`src/rtl/regpair_writer.sv`:
```
// Purpose : sequences a 16-bit register-pair update into the regfile's 8-bit write port (low byte, then high byte).
// Latency : accept at edge N, low byte written at edge N+1, high byte at edge N+2, done high during cycle N+2..N+3.
// Backpressure: req_ready is high only in IDLE; req_valid is ignored while a write pair is in flight.
//
// Ports:
//   clk, rst            - clock (rising edge), asynchronous active-high reset
//   req_valid/req_ready - request handshake; req_op/req_src/req_dst/req_data describe the update
//   rdwn/rdw            - combinational pair read (select = req_src, data = {high, low})
//   wrn/wr/we           - registered byte write port into the regfile
//   done/flag_h/flag_c  - one-cycle completion pulse with ADD SP,e8 style H/C flags
module regpair_writer (
    input  logic        clk,
    input  logic        rst,
    input  logic        req_valid,
    output logic        req_ready,
    input  logic [1:0]  req_op,
    input  logic [1:0]  req_src,
    input  logic [1:0]  req_dst,
    input  logic [15:0] req_data,
    output logic [1:0]  rdwn,
    input  logic [15:0] rdw,
    output logic [2:0]  wrn,
    output logic [7:0]  wr,
    output logic        we,
    output logic        done,
    output logic        flag_h,
    output logic        flag_c
);

    localparam logic [1:0] OP_LOAD = 2'b00;
    localparam logic [1:0] OP_INC  = 2'b01;
    localparam logic [1:0] OP_DEC  = 2'b10;
    localparam logic [1:0] OP_ADDS = 2'b11;

    typedef enum logic [1:0] {
        IDLE  = 2'b00,
        WR_LO = 2'b01,
        WR_HI = 2'b10
    } state_t;

    state_t      state_q;
    logic [7:0]  res_hi_q;   // only the high byte must survive past the accept cycle
    logic [1:0]  dst_q;

    logic [15:0] result_d;
    logic        h_d;
    logic        c_d;
    logic [15:0] ofs_sext;
    logic [4:0]  nib_sum;
    logic [8:0]  byte_sum;

    // The pair read is purely combinational so the result is formed in the accept cycle.
    assign rdwn      = req_src;
    assign req_ready = (state_q == IDLE);

    // Flags come from an unsigned add of the low byte, independent of the offset's sign.
    assign ofs_sext = {{8{req_data[7]}}, req_data[7:0]};
    assign nib_sum  = {1'b0, rdw[3:0]} + {1'b0, req_data[3:0]};
    assign byte_sum = {1'b0, rdw[7:0]} + {1'b0, req_data[7:0]};

    always_comb begin
        result_d = req_data;
        h_d      = 1'b0;
        c_d      = 1'b0;
        case (req_op)
            OP_LOAD: result_d = req_data;
            OP_INC:  result_d = rdw + 16'h0001;
            OP_DEC:  result_d = rdw - 16'h0001;
            OP_ADDS: begin
                result_d = rdw + ofs_sext;
                h_d      = nib_sum[4];
                c_d      = byte_sum[8];
            end
            default: result_d = req_data;
        endcase
    end

    // Single registered FSM; all regfile-facing outputs come straight from flops.
    // In the accept cycle the low-byte write is already set up, so WR_LO needs no extra cycle.
    always_ff @(posedge clk or posedge rst) begin
        if (rst) begin
            state_q  <= IDLE;
            res_hi_q <= 8'h00;
            dst_q    <= 2'b00;
            we       <= 1'b0;
            wrn      <= 3'b000;
            wr       <= 8'h00;
            done     <= 1'b0;
            flag_h   <= 1'b0;
            flag_c   <= 1'b0;
        end else begin
            case (state_q)
                IDLE: begin
                    // done lasts exactly one IDLE cycle; an accept here starts the next request
                    done <= 1'b0;
                    if (req_valid) begin
                        res_hi_q <= result_d[15:8];
                        dst_q    <= req_dst;
                        flag_h   <= h_d;
                        flag_c   <= c_d;
                        we       <= 1'b1;
                        wrn      <= {req_dst, 1'b1};
                        wr       <= result_d[7:0];
                        state_q  <= WR_LO;
                    end
                end
                WR_LO: begin
                    wrn     <= {dst_q, 1'b0};
                    wr      <= res_hi_q;
                    state_q <= WR_HI;
                end
                WR_HI: begin
                    // wrn/wr keep their last value; only the enable drops
                    we      <= 1'b0;
                    done    <= 1'b1;
                    state_q <= IDLE;
                end
                default: begin
                    we      <= 1'b0;
                    done    <= 1'b0;
                    state_q <= IDLE;
                end
            endcase
        end
    end

endmodule

```
`config.mk`:
```
export PLATFORM = sky130hd
export DESIGN_NAME = regpair_writer
export DESIGN_NICKNAME = d
export VERILOG_FILES = /design/src/rtl/regpair_writer.sv
export SDC_FILE = /design/constraint.sdc
export NUM_CORES = 1
export LEC_CHECK = 0
export BUFFER_PORTS_ARGS = -buffer_cell sky130_fd_sc_hd__buf_2
export CAP_MARGIN = 5
export CORE_MARGIN = 2
export CORE_UTILIZATION = 45
export CTS_CLUSTER_SIZE = 12
export DETAILED_ROUTE_END_ITERATION = 10
export PLACE_DENSITY_LB_ADDON = 0.25
export SLEW_MARGIN = 20
export SYNTH_ARGS = -nofsm -noshare
export SYNTH_HDL_FRONTEND = slang
export SYNTH_SLANG_ARGS = --single-unit
```
`constraint.sdc`:
```
create_clock -name clk -period 1.8 [get_ports clk]
set_clock_uncertainty 0.2 [all_clocks]
set_input_delay 0.36 -clock clk [delete_from_list [all_inputs] [get_ports clk]]
set_output_delay 0.36 -clock clk [all_outputs]
set_load 0.005 [all_outputs]
```
==> flow_results.org, run 1 <==
** Status
- The flow ran to the end, but the final reports show violations.
- The checks that failed: setup timing.

** Timing
- Based on the critical path, the design can be clocked at up to 401.6 MHz.
- Final count of negative-setup-slack endpoints :: 15
- Crit path time final :: 2490 ps
- The max-slew violation count was 0.
- In the finished design, the share of the clock period the worst path needs comes to 138.3%.
- Setup repair after global routing missed its margin :: true
- Measured against its own limit, the worst slew margin works out to 71.78%.
- Measured slew at the worst slew-check pin :: about 420 ps
- Smallest setup slack after layout :: -690.1 ps
- Adding up every negative setup slack in the final design gives -8197 ps.
- Final Hold Fails :: 0

** Global route
- The number of antenna violations at the first check in global routing came to 0.
- Met3 usage in global routing :: under 10%
- First-pass GRT wire length :: 9694 µm
- Total Routing Usage GR :: a little under a quarter
- Most used routing layer in global routing :: met2
- Global routing consumed, on the met1 layer, 32.46% of the routing resources.
- Via count of the first global-routing pass :: 2119
- Global routing usage on met2 :: 40.64%
- Pin count of the biggest net entering global routing :: 28
- The total overflow left after global routing is 0.

** Yosys
- Mean area per synthesized cell :: 8.202 µm²
- Largest cells by area after synthesis :: dfrtp_1, ha_1, nand2_1
- Distinct cell type count after synthesis :: between 40 and 50
- Of all cell types, the one taking the most synthesized area is dfrtp_1.
- Most frequent cell after synthesis :: nand2_1
- Ranked by instance count, the synthesized netlist is headed by nand2_1, dfrtp_1, a21oi_1, nor2_1, o21ai_0.
- When the netlist entered floorplanning its net count stood at 310.
- Async SR Flop Fraction :: 100.0%
- Post-synthesis instance area :: about 0.0021 mm²
- Post-synthesis sequential area ratio :: 32.43%
- The most used flip-flop cell after synthesis is dfrtp_1.
- Synthesis produced a netlist whose cell count is 254.
- Total of warnings raised by yosys :: 0
- Top cell type's share of synthesized area :: about a third
- In this run, synthesis produced a sequential element count of 27.
- In this run, synthesis inferred 0 flip-flops with an integrated enable.

** Power
- Leakage dissipation :: 1.524 nW
- Total power divided by cell area :: ~700 mW/mm²
- The completed layout was analyzed and its total power is 2.223 mW.
- The worst-case IR drop observed on VDD is ~0.34 mV.

** Run
- Across the run, the number of max-cap violations was 0.

** Detailed routing
- DRC violations left :: 0
- Once detail routing completed, the nets flagged for antenna violations numbered 0.
- DRT Wirelength :: between 6000 and 7000 µm
- After the first detailed-routing iteration, the DRC count stood at 171.
- Number of vias in the routed layout :: 2278
- Vias per std cell :: 5.450
- In the final routed layout, each cell accounts on average for 14.88 µm.
- Detailed Routing Iterations Pass 1 :: 4

** Die
- Die height :: 72.04 µm
- The floorplan step defined a core boundary enclosing 0.004414 mm².
- Die extent in x :: 72.04 µm
- The initial utilization of the core area, before any placement, comes to 47.19%.
- The die covers between 0.005 and 0.006 mm².
- 59 I/O pins were placed.
- The initialized floorplan defines 24 standard-cell rows.

** Placement
- HPWL after DPL :: 4787 µm
- RD Place Congestion :: ~0.86
- Count of input and output buffers :: 54
- At the placement stage, the worst setup path has a slack of -969.8 ps.

** CTS
- After clock tree synthesis, the clock-pin slew on the worst setup and hold paths is 100 ps.
- Clock network latency to the later pin of the worst-skew pair :: 280 ps
- In this run the deepest clock path goes through 2 buffers.
- Cell at the root of the clock tree :: clkbuf_8
- In this run the number of H-tree levels came out at 1.
- Clk sink count :: 27
- CTS tree :: built
- Number of clock buffers inserted by TritonCTS :: 3

** Setup path
- Critical path class :: input pin to flip-flop
- Crit Path Max Fanout :: 6
- Maximum cell stage delay along the critical path :: between 400 and 500 ps
- Worst-path cell chain :: buf_8 -> clkinvlp_4 -> buf_4 -> o21a_1 -> ha_4 -> or4_4 -> a2bb2oi_4 -> and3_4 -> mux2i_1 -> o32a_1
- At the worst endpoint, the arrival time is 2460 ps.
- Type of destination of the critical path :: flip-flop
- Cell with the biggest individual delay on the critical path :: or4_4
- For the worst setup path, the data required time is about 1800 ps.
- The worst setup path is launched from an input pin.

** Final layout
- Final Net Count :: about 420
- 0 antenna diodes ended up in the layout.
- In the final layout, the share of cells above drive strength 1 is a little under half.
- The area growth from synthesis to layout is 52.31%.
- Layout filler cell count :: 356

** Hold path
- Path class of the lowest-slack min-delay path :: input pin to flip-flop
-- cells by family (layout without fill, tap and decap cells) --
| kind of cell | Yosys count | after routing | share of synthesized area (%) |
|---|---|---|---|
| compound gates | 77 | 77 | 24.26 |
| flops | 27 | 27 | 32.43 |
| mux | 9 | 9 | 4.324 |
| simple gates | 91 | 91 | 20.42 |
| xor+xnor | 10 | 10 | 4.204 |
| fa+ha+maj | 15 | 15 | 9.370 |
| buf+inv | 25 | 137 | 4.985 |
-- critical path: cells and delay by family --
family | cells | cell delay, ps
buffers and inverters | 3 | 400
AO/OA/AOI/OAI | 3 | 720
AND/OR/NAND/NOR | 2 | 700
multiplexers | 1 | 110
adder cells (fa/ha/maj) | 1 | 180
-- registers in the layout, summed over array words and instances, names as in the netlist --
name,count
state_q,2
flag_h,1
wr,8
flag_c,1
dst_q,2
wrn,3
we,1
res_hi_q,8
done,1
-- metal layers --
layer | routed length, µm | share of wire (%)
met1 | 2760 | 44
met2 | 3067 | 49
met3 | 313 | 5.0
met4 | 79 | 1.3
met5 | 0 | 0
-- cell type report --
class	count	area, µm²	share of cell area, %
clock inverters	1	7.507	0.2366
inverters	11	47.55	1.498
clock buffers	3	41.29	1.301
flip-flops and latches	27	675.6	21.29
repair buffers	122	835.8	26.34
multi-input cells	202	1500	47.28
well taps	52	65.06	2.050
-- stage by stage --
step           cell area, µm²  utilization (%)  std cells  hold WS (ps)
5_1_grt                  3173            71.88        418         106.0
4_1_cts                  2999            67.94        412         81.47
3_3_place_gp             2890            65.48        405         237.7
6_report                 3173            71.88        418         85.60
3_5_place_dp             2890            65.48        405         247.6
2_1_floorplan            2183                -        254         212.7
-- worst paths after layout --
path / startpoint / to / slack, ps / cells past startpoint
worst max-delay path: req_op[0] / res_hi_q[7]$_DFFE_PP0P_ / -690 / 10
worst min-delay path: req_dst[0] / dst_q[0]$_DFFE_PP0P_ / 90 / 3
worst max register to register: state_q[0]$_DFFE_PP0N_ / res_hi_q[7]$_DFFE_PP0P_ / 180 / 5
worst min register to register: wrn[2]$_DFFE_PP0P_ / wrn[2]$_DFFE_PP0P_ / 270 / 2
max in group asynchronous: rst / wrn[2]$_DFFE_PP0P_ / 660 / 4
min in group asynchronous: rst / flag_c$_DFFE_PP0P_ / 480 / 4
-- cell usage in the layout, fill, tap and decap left out, types with 3 or more instances in the layout --
cell type	n
nor3_1	6
a21oi_1	17
inv_2	3
buf_4	63
inv_1	6
ha_1	7
a21o_1	7
o21ai_1	8
nand2b_1	3
xnor2_1	6
dfrtp_1	27
o21a_1	7
nor2_2	4
xor2_1	3
mux2i_1	9
nand3_1	10
ha_4	5
buf_2	50
and3_1	3
clkbuf_8	3
a21oi_2	5
a22oi_1	8
nand2_1	31
nor2_1	17
o21ai_0	9
buf_6	4
-- report_power, final --
part | internal [mW] | switching [mW] | leakage, nW
Combinational | 0.501 | 0.483 | 1.18
Sequential | 0.776 | 0.0952 | 0.320
Clock | 0.158 | 0.210 | 0.0217
-- timing repair --
item	in CTS	in global routing
setup endpoints to repair	16	17
endpoints found under the hold margin	27	0
cloned	0	0
hold buffers	1	0
buffers inserted	2	6
resized for setup	8	30
pin swaps	13	28
No activity file was read; power rests on OpenSTA's default activity.
==> inputs of run 2 (changes only) <==
--- a/config.mk
+++ b/config.mk
@@ -7,7 +7,7 @@
 export LEC_CHECK = 0
 export BUFFER_PORTS_ARGS = -buffer_cell sky130_fd_sc_hd__buf_2
 export CAP_MARGIN = 5
-export CORE_MARGIN = 2
+export CORE_MARGIN = 3
 export CORE_UTILIZATION = 45
 export CTS_CLUSTER_SIZE = 12
 export DETAILED_ROUTE_END_ITERATION = 10
==> run 2 against run 1 <==
Critical path type unchanged; the flow still finishes with violations (setup timing); clock power about the same; total power grew 0.86%; via count grew 0.79%; routed wire length grew 2.0%; critical endpoint unchanged.
==> flow_results.org, run 2 (synthesis gave the netlist of run 1 again) <==
** Timing
- Hold Slack :: 89.10 ps (+3.494 ps)
- The final-layout setup total negative slack was -8044 ps (+153.5 ps).
- FMAX :: 405.1 MHz (+0.87%)
- The max-slew violation count came to 0 (unchanged).
- The worst-case setup margin in the final layout came to -668.6 ps (+21.43 ps).
- Final Hold Fails :: 0 (unchanged)
- The number of setup violations in the final report is 15 (unchanged).
- The slew at the pin with the worst max-slew slack was 377.3 ps (-45.47 ps).
- Portion of the clock cycle consumed by the worst path in the final layout :: 137.1% (-1.2 points)
- Crit path time final :: 2469 ps (-21.43 ps)
- Setup repair after global routing could not meet its margin everywhere.
- Worst slew margin relative to its limit :: 74.61% (+2.8 points)

** CTS
- The maximum count of clock buffers along a single path is 2 (unchanged).
- CTS H-tree depth :: 1 (unchanged)
- The root buffer cell chosen for the clock tree is clkbuf_8.
- The clock net sink count came to 27 (unchanged).
- CTS tree :: built
- Clock network latency to the later pin of the worst-skew pair :: 280 ps (about the same)
- Clock-pin slew of the registers on the worst-case setup and hold paths :: 100 ps (about the same)
- Number of clock buffers inserted by TritonCTS :: 3 (unchanged)

** Global route
- Pin count of the biggest net entering global routing :: 28 (unchanged)
- The total routing usage reported by global routing is 22.63% (-1.1 points).
- The number of antenna violations at the first check in global routing is 0 (unchanged).
- The total overflow reported by the global router is 0 (unchanged).
- Via count of the first global-routing pass :: 2059 (-2.8%)
- The global-route wire length before repair came to 9687 µm (about the same).

** Setup path
- The critical path's largest stage delay was 420 ps (-70 ps).
- The largest driver fanout on the critical path is 8 (+2).
- The data required time of the worst path is 1770 ps (about the same).
- The worst setup path is launched from an input pin.
- Critical path arrival :: 2440 ps (-20 ps)
- Worst-path cell chain :: buf_8 -> clkinvlp_4 -> or3_4 -> ha_4 -> buf_4 -> a211oi_2 -> nor2_2 -> a2bb2oi_4 -> and3_4 -> mux2i_1 -> o32a_1
- The slowest stage of the critical path is the or3_4 cell.
- The worst setup path is captured at a flip-flop.
- Worst-case reg-to-reg path depth :: 5 (unchanged)
- Critical path class :: input pin to flip-flop

** Power
- The leakage dissipation was 1.534 nW (+0.67%).
- The proportion of power drawn by the clock network is 16.3% (-0.2 points).
- The switching power share of the total came to 35.43% (about the same).
- Fraction of power consumed by combinational cells :: 44.8% (+0.5 points)
- The portion of total power attributed to sequential cells came to 38.9% (-0.3 points).
- Largest voltage drop on the vdd net :: 0.4314 mV (+26%)
- Total power divided by cell area :: 705.4 mW/mm² (+0.70%)
- Cell Int Power :: 1.448 mW (+0.91%)
- Total net switching power :: 794.3 µW (+0.78%)

** Final layout
- The fill cell instance count of the final layout came to 352 (-1.1%).
- Combined area of the multi-input logic cells :: 0.001501 mm² (about the same)
- The antenna diode instance count is 0 (unchanged).
- Commonest cells after routing, fill and taps aside :: buf_4, buf_2, nand2_1
- The library cell used most frequently in the layout, excluding fill and tap cells, is buf_4.
- The number of nets at the end of the flow was 426 (+0.71%).
- Area used by sequential logic in the layout :: 675.6 µm² (unchanged)
- Synthesis-to-layout area growth :: 52.55%
- Share of final-layout standard cells stronger than drive strength 1 :: 45.80% (+0.72 points)
- The largest registers in the layout are res_hi_q: 8 flops, wr: 8 flops, wrn: 3 flops.

** Detailed routing
- The ratio of routed vias to standard cells came to 5.454 (about the same).
- Detail-routed net length per standard cell :: 15.07 µm (+1.3%)
- The routed wire length was 6343 µm (+2.0%).
- Antenna Nets Post-Route :: 0 (unchanged)
- The remaining design rule violation count came to 0 (unchanged).
- 1st-iter DRT viols :: 191 (+12%)
- Detailed Routing Iterations Pass 1 :: 4 (unchanged)
- The total number of vias was 2296 (+0.79%).

** Hold path
- The min-delay analysis places its worst path in the category input pin to flip-flop.
- The cell depth of the worst min-delay path was 3 (unchanged).

** Die
- Die height :: 74.04 µm (+2.8%)
- Die Footprint :: 0.005482 mm² (+5.6%)
- Number of primary I/O pins :: 59 (unchanged)
- Placeable Area :: 0.004414 mm² (unchanged)
- The floorplan row count came to 24 (unchanged).
- The effective utilization at floorplan was 47.19% (unchanged).
- The width of the die came to 74.04 µm (+2.8%).

** Status
- The flow ran to the end, but the final reports show violations.
- Failing checks :: setup timing

** Placement
- Setup slack after placement :: -975.1 ps (-5.314 ps)
- Count of input and output buffers :: 54 (unchanged)
- The last weighted congestion value of the routability-driven placer was 0.9309 (+7.6%).
- The detailed placement HPWL was 4918 µm (+2.8%).

** Run
- Max Cap Violations :: 0 (unchanged)
## run 2: cell count changes in the layout (fill, tap and decap cells not counted), sizes merged
cell,change
buf,+4
clkbuf,-1
## run 2: repair_timing
action,4_1_cts,5_1_grt
pin swaps,23,21
resized for setup,18,17
endpoints found under the setup margin,16,16
buffers inserted,1,4
hold buffers,1,0
endpoints found under the hold margin,27,0
## run 2: layer usage
layer / part of all wire, % / global-route usage, % / up-vias / wire, µm
li1: - / - / 1138 / -
met5: 0 / 0 / - / 0
met2: 47 / 37.99 / 80 / 3003
met3: 6.5 / 2.432 / 6 / 411
met1: 45 / 31.22 / 1072 / 2842
met4: 1.3 / 5.433 / 0 / 85
## run 2: worst paths after layout
path,from,endpoint,slack (ps)
max,req_op[0],res_hi_q[7]$_DFFE_PP0P_,-670
min,req_dst[0],dst_q[0]$_DFFE_PP0P_,90
max reg2reg,state_q[0]$_DFFE_PP0N_,res_hi_q[7]$_DFFE_PP0P_,120
min reg2reg,wrn[2]$_DFFE_PP0P_,wrn[2]$_DFFE_PP0P_,270
max in group asynchronous,rst,res_hi_q[7]$_DFFE_PP0P_,640
min in group asynchronous,rst,wr[2]$_DFFE_PP0P_,490
## run 2: area by class of cell
| cell class | count | area share (%) |
|---|---|---|
| multi-input cells | 202 | 47.24 |
| repair buffers | 125 | 26.42 |
| flip-flops and latches | 27 | 21.26 |
| well taps | 52 | 2.047 |
| inverters | 11 | 1.496 |
| clock buffers | 3 | 1.299 |
| clock inverters | 1 | 0.2362 |
## run 2: metrics by stage
stage          area (µm²)  utilization, %  total power, mW  cells
2_1_floorplan        2183               -            1.369    254
3_3_place_gp         2923           66.21            1.771    411
3_5_place_dp         2923           66.21            1.798    411
4_1_cts              3070           69.56            2.193    417
5_1_grt              3178           72.00            2.375    421
6_report             3178           72.00            2.242    421
## run 2: worst max-delay path: cells and delay by family
family                     cells  cell delay (ps)
AOI/OAI and AO/OA              3              740
adders and majority gates      1              170
buffers and inverters          3              350
muxes                          1              120
and+or+nand+nor                3              690
## run 2: power by group through the flow
stage               sequential, mW  clock, mW  combinational [mW]
finish                       0.872      0.366                1.00
global route                 0.886      0.386                1.10
CTS                          0.870      0.369               0.955
detailed placement           0.881          0               0.917
global placement             0.876          0               0.895
floorplan                    0.876          0               0.493
==> inputs of run 3 (changes only) <==
==> constraint.sdc (replaced) <==
create_clock -name clk -period 1.8 [get_ports clk]
set_clock_uncertainty 0.2 [all_clocks]
set_input_delay 0.27 -clock clk [delete_from_list [all_inputs] [get_ports clk]]
set_output_delay 0.27 -clock clk [all_outputs]
set_load 0.005 [all_outputs]
==> run 3 against run 2 <==
Sequential share of layout area is essentially flat; final cell count fell by 1.4%; worst setup slack improved by 75 ps; combinational power is essentially flat; first-iteration DRC count fell by 38%; routed wire length rose by 2.1%; highest routed layer unchanged; sequential power about the same; total power up 0.78%; the run still ends with setup timing left; via count is 0.30% lower; non-clock buffer count fell by 6; cell area hardly changed; flip-flop and latch count is the same.
==> flow_results.org, run 3 (synthesis gave the netlist of run 1 again) <==
** Hold path
- Path class of the lowest-slack min-delay path :: input pin to flip-flop
- The startpoint identified for the worst hold timing path is req_dst[0].
- Hold Path Sink :: dst_q[0]$_DFFE_PP0P_
- The cell depth of the worst min-delay path came to 3 (unchanged).

** Timing
- FMAX :: 417.7 MHz (+3.1%)
- The final critical-path share of the clock period is 133.0% (-4.2 points).
- Smallest setup slack after layout :: -593.8 ps (+74.79 ps)
- Final count of negative-setup-slack endpoints :: 15 (unchanged)
- Hold Slack :: 8.521 ps (-80.57 ps)
- The relative slew slack was 74.89% (+0.28 points).
- The final-layout setup total negative slack was -6495 ps (+1548 ps).
- The slew at the pin with the worst max-slew slack came to 373.2 ps (-4.146 ps).
- Crit path time final :: 2394 ps (-74.79 ps)
- The max-slew violation count came to 0 (unchanged).
- Setup repair after global routing missed its margin :: true
- The count of final hold-check violations came to 0 (unchanged).

** CTS
- The clock net sink count came to 27 (unchanged).
- Number of clock buffers inserted by TritonCTS :: 3 (unchanged)
- Clock network latency to the later pin of the worst-skew pair :: 270 ps (about the same)
- TritonCTS built the clock tree.
- The clock slew at the register clock pins of the worst setup and hold paths is 100 ps (about the same).
- The count of H-tree levels built during CTS is 1 (unchanged).
- The tree is rooted in a clkbuf_8.
- The maximum count of clock buffers along a single path was 2 (unchanged).

** Global route
- Pin count of the biggest net entering global routing :: 28 (unchanged)
- The global-route wire length before repair was 10550 µm (+8.9%).
- The total overflow reported by the global router was 0 (unchanged).
- Via count of the first global-routing pass :: 2212 (+7.4%)
- Total Routing Usage GR :: 24.44% (+1.8 points)
- The number of antenna violations at the first check in global routing came to 0 (unchanged).

** Setup path
- Critical path arrival :: 2370 ps (-70 ps)
- In this run the critical register-to-register path is launched from state_q[1]$_DFFE_PP0N_.
- Minimum setup slack among reg-to-reg paths :: 100 ps (-20 ps)
- Startpoint type of the worst setup path :: input pin
- Worst-case reg-to-reg path depth :: 6 (+1)
- Among all stages on the critical path, the largest delay is contributed by or3_4.
- The signal on the critical path passes through buf_8 -> clkinvlp_4 -> or3_4 -> ha_4 -> a211oi_4 -> nor2_4 -> a2bb2oi_4 -> and3_4 -> or3_4 -> nand3_2 -> a21oi_2.
- Cell repeated most along the worst path :: or3_4
- Maximum cell stage delay along the critical path :: 380 ps (-40 ps)
- The largest driver fanout on the critical path is 8 (unchanged).
- In this run the critical register-to-register path is captured at wr[0]$_DFFE_PP0P_.
- The critical path in this run is classified as input pin to flip-flop.
- The data required time of the worst path is 1770 ps (about the same).
- Type of destination of the critical path :: flip-flop

** Detailed routing
- DRC violations left :: 0 (unchanged)
- The length of the first detailed-routing pass in iterations came to 4 (unchanged).
- Number of vias in the routed layout :: 2289 (-0.30%)
- The final routed wire length divided by cell count was 15.60 µm (+3.6%).
- Antenna Nets Post-Route :: 0 (unchanged)
- 1st-iter DRT viols :: 119 (-38%)
- The ratio of routed vias to standard cells was 5.516 (+1.1%).
- DRT Wirelength :: 6475 µm (+2.1%)

** Status
- Outcome :: finished, violations left
- The checks that failed: setup timing.

** Die
- The floorplan row count came to 24 (unchanged).
- Die Footprint :: 0.005482 mm² (unchanged)
- The floorplan die height is 74.04 µm (unchanged).
- Effective utilization at floorplan :: 47.19% (unchanged)
- The total I/O pin count was 59 (unchanged).
- Placeable Area :: 0.004414 mm² (unchanged)
- Die extent in x :: 74.04 µm (unchanged)

** Final layout
- Area used by sequential logic in the layout :: 675.6 µm² (unchanged)
- Synthesis-to-layout area growth :: 52.67% (about the same)
- The number of nets at the end of the flow is 420 (-1.4%).
- Leaving out fill and tap cells, the most frequent cell in the layout is buf_4.
- Fin cells :: 415 (-1.4%)
- Combined area of the multi-input logic cells :: 0.001563 mm² (+4.1%)
- Number of antenna repair diodes :: 0 (unchanged)
- Commonest cells after routing, fill and taps aside :: buf_4, buf_2, nand2_1
- The largest registers in the layout are res_hi_q: 8 flops, wr: 8 flops, wrn: 3 flops.
- Layout filler cell count :: 336 (-4.5%)
- The layout cell share with drive strength beyond 1 was 46.83% (+1.0 points).

** Power
- Power consumption :: 2.259 mW (+0.78%)
- The cell area power density came to 710.4 mW/mm² (+0.70%).
- The leakage dissipation came to 1.506 nW (-1.8%).
- Largest voltage drop on the vdd net :: 0.4240 mV (-1.7%)

** Placement
- Setup slack after placement :: -955.3 ps (+19.72 ps)
- The number of input and output port buffers inserted came to 54 (unchanged).
- The last weighted congestion value of the routability-driven placer was 0.9277 (-0.34%).
- HPWL after DPL :: 4866 µm (-1.1%)
- Cell total after placement :: 402 (-2.2%)

** Run
- The max capacitance violation total came to 0 (unchanged).
==> run 3: cell count changes in the layout (fill, tap and decap cells not counted), sizes merged <==
cell,delta
buf,-7
dlygate4sd3,+1
==> run 3: final cells by class <==
class,instances,share of cell area (%)
timing repair buffer,119,24.55
multi-input combinational,202,49.13
inverter,11,1.495
clock inverter,1,0.2360
clock buffer,3,1.298
tap,52,2.046
sequential,27,21.24
==> run 3: how the worst max path moves through the flow <==
stage               startpoint                       to  slack (ps)  depth (start not counted)
floorplan            req_op[1]  res_hi_q[2]$_DFFE_PP0P_        -600                         13
global placement     req_op[0]  res_hi_q[3]$_DFFE_PP0P_        -860                         10
detailed placement   req_op[0]  res_hi_q[3]$_DFFE_PP0P_        -960                         12
CTS                  req_op[0]  res_hi_q[3]$_DFFE_PP0P_        -550                         10
global route         req_op[0]  res_hi_q[2]$_DFFE_PP0P_        -690                         13
finish               req_op[0]  res_hi_q[3]$_DFFE_PP0P_        -590                         11
==> run 3: stage by stage <==
stage          utilization (%)  cell area (µm²)
5_1_grt                  72.05             3181
6_report                 72.05             3181
4_1_cts                  69.98             3089
3_5_place_dp             64.26             2836
2_1_floorplan                -             2165
3_3_place_gp             64.26             2836
==> run 3: power by group <==
part	switching, mW	internal (mW)
registers	0.0971	0.776
clock network	0.200	0.157
logic	0.512	0.518
==> run 3: timing repair <==
item / CTS / global route
endpoints found under the setup margin: 15 / 17
hold buffers: 2 / 0
setup buffers: 8 / 3
pin swaps: 28 / 19
resized for setup: 33 / 16
hold endpoints to repair: 28 / 0
==> run 3: metal layers <==
metal,track usage (%),up-vias,part of all wire (%),wire length (µm)
li1,-,1128,-,-
met1,34.34,1084,45,2893
met2,41.54,67,49,3179
met3,1.757,10,4.6,300
met4,4.829,0,1.6,102
met5,0,-,0,0
==> run 3: worst max-delay path: cells and delay by family <==
kind	cells	cell delay, ps
fa+ha+maj	1	190
compound gates	3	540
buf+inv	2	250
simple gates	5	1110
